$ cat config.mk
export PLATFORM = sky130hd
export DESIGN_NAME = fb_arbiter
export DESIGN_NICKNAME = d
export VERILOG_FILES = /design/src/rtl/fb_arb_pkg.sv /design/src/rtl/fb_arbiter_rd_valid_pipe.sv /design/src/rtl/fb_arbiter.sv
export SDC_FILE = /design/constraint.sdc
export NUM_CORES = 1
export LEC_CHECK = 0
export CORE_ASPECT_RATIO = 1.4
export CORE_MARGIN = 2
export CORE_UTILIZATION = 30
export CTS_CLUSTER_DIAMETER = 50
export DETAILED_ROUTE_END_ITERATION = 16
export GPL_TIMING_DRIVEN = 1
export PLACE_DENSITY = 0.65
export SLEW_MARGIN = 10
export SYNTH_ARGS = -nofsm -noshare
export SYNTH_HDL_FRONTEND = slang
export SYNTH_SLANG_ARGS = --single-unit
export TNS_END_PERCENT = 10
$ cat constraint.sdc
create_clock -name CLOCK_50 -period 4 [get_ports CLOCK_50]
set_input_delay 1 -clock CLOCK_50 [delete_from_list [all_inputs] [get_ports CLOCK_50]]
set_output_delay 1 -clock CLOCK_50 [all_outputs]
set_load 0.02 [all_outputs]
$ cat src/rtl/fb_arb_pkg.sv
// rtl/fb_arb_pkg.sv - shared types and defaults for the framebuffer arbiter
package fb_arb_pkg;

    typedef enum logic {
        NORMAL     = 1'b0,
        FORCE_DRAW = 1'b1
    } arb_state_t;

    localparam int DEF_ADDR_W     = 19;
    localparam int DEF_DATA_W     = 8;
    localparam int DEF_RD_LAT     = 2;
    localparam int DEF_STARVE_MAX = 16;

    // Active frame size, used wherever a linear pixel address is computed
    localparam int H_ACTIVE = 640;
    localparam int V_ACTIVE = 480;

endpackage

$ cat src/rtl/fb_arbiter_rd_valid_pipe.sv
// rtl/fb_arbiter_rd_valid_pipe.sv - valid shift register tracking reads in flight
module rd_valid_pipe #(
    parameter int DEPTH = 3
) (
    input  logic clk,
    input  logic clr,
    input  logic in_valid,
    output logic out_valid
);

    logic [DEPTH-1:0] stage_q;

    // Shift one bit per cycle; clearing drops every read still in flight
    always_ff @(posedge clk) begin
        if (clr) begin
            stage_q <= '0;
        end else begin
            stage_q <= {stage_q[DEPTH-2:0], in_valid};
        end
    end

    assign out_valid = stage_q[DEPTH-1];

endmodule

$ cat src/rtl/fb_arbiter.sv
// rtl/fb_arbiter.sv - display-priority framebuffer arbiter with forced draw slot
module fb_arbiter
    import fb_arb_pkg::*;
#(
    parameter int ADDR_W     = DEF_ADDR_W,
    parameter int DATA_W     = DEF_DATA_W,
    parameter int RD_LAT     = DEF_RD_LAT,
    parameter int STARVE_MAX = DEF_STARVE_MAX
) (
    input  logic              CLOCK_50,
    input  logic              reset,
    input  logic              disp_req,
    input  logic [ADDR_W-1:0] disp_addr,
    output logic              disp_gnt,
    output logic              disp_rvalid,
    output logic [DATA_W-1:0] disp_rdata,
    input  logic              draw_req,
    input  logic [ADDR_W-1:0] draw_addr,
    input  logic [DATA_W-1:0] draw_wdata,
    output logic              draw_gnt,
    output logic [ADDR_W-1:0] mem_addr,
    output logic              mem_we,
    output logic [DATA_W-1:0] mem_wdata,
    input  logic [DATA_W-1:0] mem_rdata
);

    localparam logic [7:0] STV_LIMIT = 8'(STARVE_MAX);

    arb_state_t state_q, state_d;
    logic [7:0] stv_cnt, stv_d;
    logic [7:0] stv_inc;
    logic       pipe_tail;

    assign stv_inc = stv_cnt + 8'd1;

    // State and starvation counter registers
    always_ff @(posedge CLOCK_50) begin
        if (reset) begin
            state_q <= NORMAL;
            stv_cnt <= 8'd0;
        end else begin
            state_q <= state_d;
            stv_cnt <= stv_d;
        end
    end

    // Grant decision, forced-slot scheduling and counter update
    always_comb begin
        disp_gnt = 1'b0;
        draw_gnt = 1'b0;
        state_d  = NORMAL;
        stv_d    = stv_cnt;
        if (!reset) begin
            case (state_q)
                NORMAL: begin
                    if (disp_req) begin
                        disp_gnt = 1'b1;
                    end else if (draw_req) begin
                        draw_gnt = 1'b1;
                    end
                end
                FORCE_DRAW: draw_gnt = 1'b1;
                default:    draw_gnt = 1'b0;
            endcase
        end
        if (draw_gnt || !draw_req) begin
            stv_d = 8'd0;
        end else if (disp_gnt) begin
            if (stv_inc == STV_LIMIT) begin
                stv_d   = 8'd0;
                state_d = FORCE_DRAW;
            end else begin
                stv_d = stv_inc;
            end
        end
    end

    // Issue register: the winner's access reaches memory one cycle after grant
    always_ff @(posedge CLOCK_50) begin
        if (reset) begin
            mem_addr  <= '0;
            mem_we    <= 1'b0;
            mem_wdata <= '0;
        end else if (disp_gnt) begin
            mem_addr <= disp_addr;
            mem_we   <= 1'b0;
        end else if (draw_gnt) begin
            mem_addr  <= draw_addr;
            mem_we    <= 1'b1;
            mem_wdata <= draw_wdata;
        end else begin
            mem_we <= 1'b0;
        end
    end

    rd_valid_pipe #(
        .DEPTH(RD_LAT + 1)
    ) u_rd_valid_pipe (
        .clk      (CLOCK_50),
        .clr      (reset),
        .in_valid (disp_gnt),
        .out_valid(pipe_tail)
    );

    // Masking with reset keeps a read due in the reset cycle from pulsing
    assign disp_rvalid = pipe_tail & ~reset;
    assign disp_rdata  = mem_rdata;

endmodule

==> flow_summary.ini <==
[global_route]
grt_pass1_vias = 1400
grt_pass1_wl_microns = 6560
met1_usage_pct = 15.0
antenna_found_initial = 0
grt_max_degree = 40
overflow = 0
grt.met3_usage_pct = 2.40
use_met2_pct = 23.9
busiest_layer = met2
grtUsageTotal_pct = 13.5

[sta]
worstMarginPinSlew_ps = 489
setup_viol = 0
rsz0062_at_grt = no
final_hold_viol_count = 0
period_share_pct = 91.4
relSlewSlack_pct = 67.4
period_needed_ps = 3660
setup-tns-final_ps = 0
drv_slew = 0
clock_skew_ps = 5.82
fmax_mhz = 273

[synthesis]
synth-seq-cells = 40
syn_inst = 181
seq_area_frac_synth_pct = 46.1
async_reset_ff_share_pct = 0
yosysMostFrequentCell = dfxtp_1
synth_top_area_share_pct = 46.1
synth_flop_cell = dfxtp_1
synth_cell_type_count = 28
synth_common_cells = 40 x dfxtp_1, 35 x nor2_1, 27 x mux2i_1, 21 x a211oi_1, 8 x buf_4
syn_area_sq_um = 1740
synth_area_per_cell_sq_um = 9.59
synth_fp_nets = 241
synth_top_area_cell = dfxtp_1
synth_warnings = 0
synth_edf_count = 0
synth.area.top_cells = dfxtp_1 46%, mux2i_1 16%, a211oi_1 9.1%

[layout]
drive_above_1_share_pct = 6.37
nNetsFinal = 310
syn2layout_area_growth_pct = 52.0
diodes = 0
fill_cells = 561
final_core_util_pct = 47.4

[clock_network]
cts_tree = built
clockBufferDepth = 2
cts_resized = 0
cts_max_level = 2
cts.sinks = 40
hold_buffers = 0
cts-buffers-inserted = 5
clk_pin_slew_ps = 80
clk-insertion-delay-late_ps = 290
post_cts_buffers = 0
root_buffer = clkbuf_8

[hold_path]
hp-class = flip-flop to flip-flop
hold_depth = 1
hp-start = u_rd_valid_pipe.stage_q[1]$_SDFF_PP0_
hold_end = u_rd_valid_pipe.stage_q[2]$_SDFF_PP0_

[drt]
drt.antenna.violating_nets = 0
avgRoutedWirePerCell_microns = 13.1
drc = 0
wl_microns = 4170
dr.pass1.iters = 4
drt_iter0_drc = 41
viasPerCell = 4.73
vias = 1510

[power]
vdd_drop_max_uv = 159
p_leak_uw = 0.00111
power.density_nw_per_um2 = 336

[floorplan]
core_sq_um = 5570
io_pins = 97
die-area_sq_um = 6420
die_h_microns = 94.0
placementRows = 32
die_width_microns = 68.3
start_util_pct = 31.2

[placement]
io_buffers = 80
gp_congestion = 0.850
dp_hpwl_microns = 2950

[critical_path]
worst-path-max-fanout = 4
rrSetupSlack_ps = 2230
cp_data_arrival_time_ps = 2660
crit_type = input port to primary output
cp.required_ps = 3000
start_kind = input port
cp-startpoint = disp_req
r2r_end = state_q$_SDFF_PP0_
r2r-start = stv_cnt[0]$_SDFFE_PP0N_
cp-end-kind = primary output
r2r_cells = 5

[flow_run]
cap_violations = 0

[run_status]
outcome = complete, no violations
-- routing by layer --
layer | up-vias | part of all wire (%)
met2 | 46 | 53
met1 | 696 | 41
li1 | 759 | -
met5 | - | 0
met4 | 0 | 2.1
met3 | 9 | 4.2
-- logic make-up (layout without fill, tap and decap cells) --
kind of cell	Yosys count	after routing	synth area share, %
compound gates	29	29	12.4
xor+xnor	6	6	3.03
fa+ha+maj	2	2	1.44
buf+inv	24	94	7.28
flops	40	40	46.1
mux	27	27	15.6
simple gates	53	53	14.1
-- cells in the final DEF, fill, tap and decap left out, types with 3 or more instances in the layout --
| master | instances |
|---|---|
| mux2i_1 | 27 |
| a211oi_1 | 21 |
| nand3_1 | 3 |
| dfxtp_1 | 40 |
| nand2_1 | 4 |
| xnor2_1 | 3 |
| xor2_1 | 3 |
| nor2b_1 | 3 |
| clkdlybuf4s50_1 | 80 |
| nor2_1 | 35 |
| inv_1 | 3 |
| clkbuf_8 | 6 |
| buf_4 | 3 |
-- sequential cells by signal, summed over array words and instances, names as in the netlist --
signal                   cells
mem_addr                    19
mem_wdata                    8
mem_we                       1
state_q                      1
stv_cnt                      8
u_rd_valid_pipe.stage_q      3
-- critical path: stages --
cell and delay [ps]:
clkdlybuf4s50_1 450, inv_1 70, or3_1 360, inv_1 140, clkdlybuf4s50_1 630
-- metrics by stage --
step                      area, sq um  hold WS [ps]  total power (uW)  setup slack [ps]  std cells
after floorplan                  1740           414               526              1160        181
after global placement           2540           420               615               315        311
after detailed placement         2540           427               616               349        311
after CTS                        2640           452               906               329        319
after global routing             2640           462               930               270        319
final                            2640           446               887               342        319
-- power breakdown --
part           switching (uW)  total, uW  internal [uW]
combinational            73.9        175            101
sequential               10.5        430            419
clock                     143        283            140
-- how the worst max path moves through the flow --
| stage | endpoint | slack (ps) | depth (start not counted) |
|---|---|---|---|
| floorplan | draw_gnt | 1160 | 5 |
| global placement | disp_gnt | 310 | 5 |
| detailed placement | disp_gnt | 350 | 5 |
| CTS | disp_gnt | 330 | 5 |
| global route | disp_gnt | 270 | 5 |
| finish | disp_gnt | 340 | 5 |
-- cell type report --
cell class	count	area (sq um)	area share, %
clock inverter	2	15.0	0.569
inverter	3	11.3	0.427
clock buffer	6	82.6	3.13
sequential	40	801	30.4
timing repair buffer	83	823	31.2
tap	68	85.1	3.23
multi-input combinational	117	820	31.1
No activity file was read; power rests on OpenSTA's default activity.
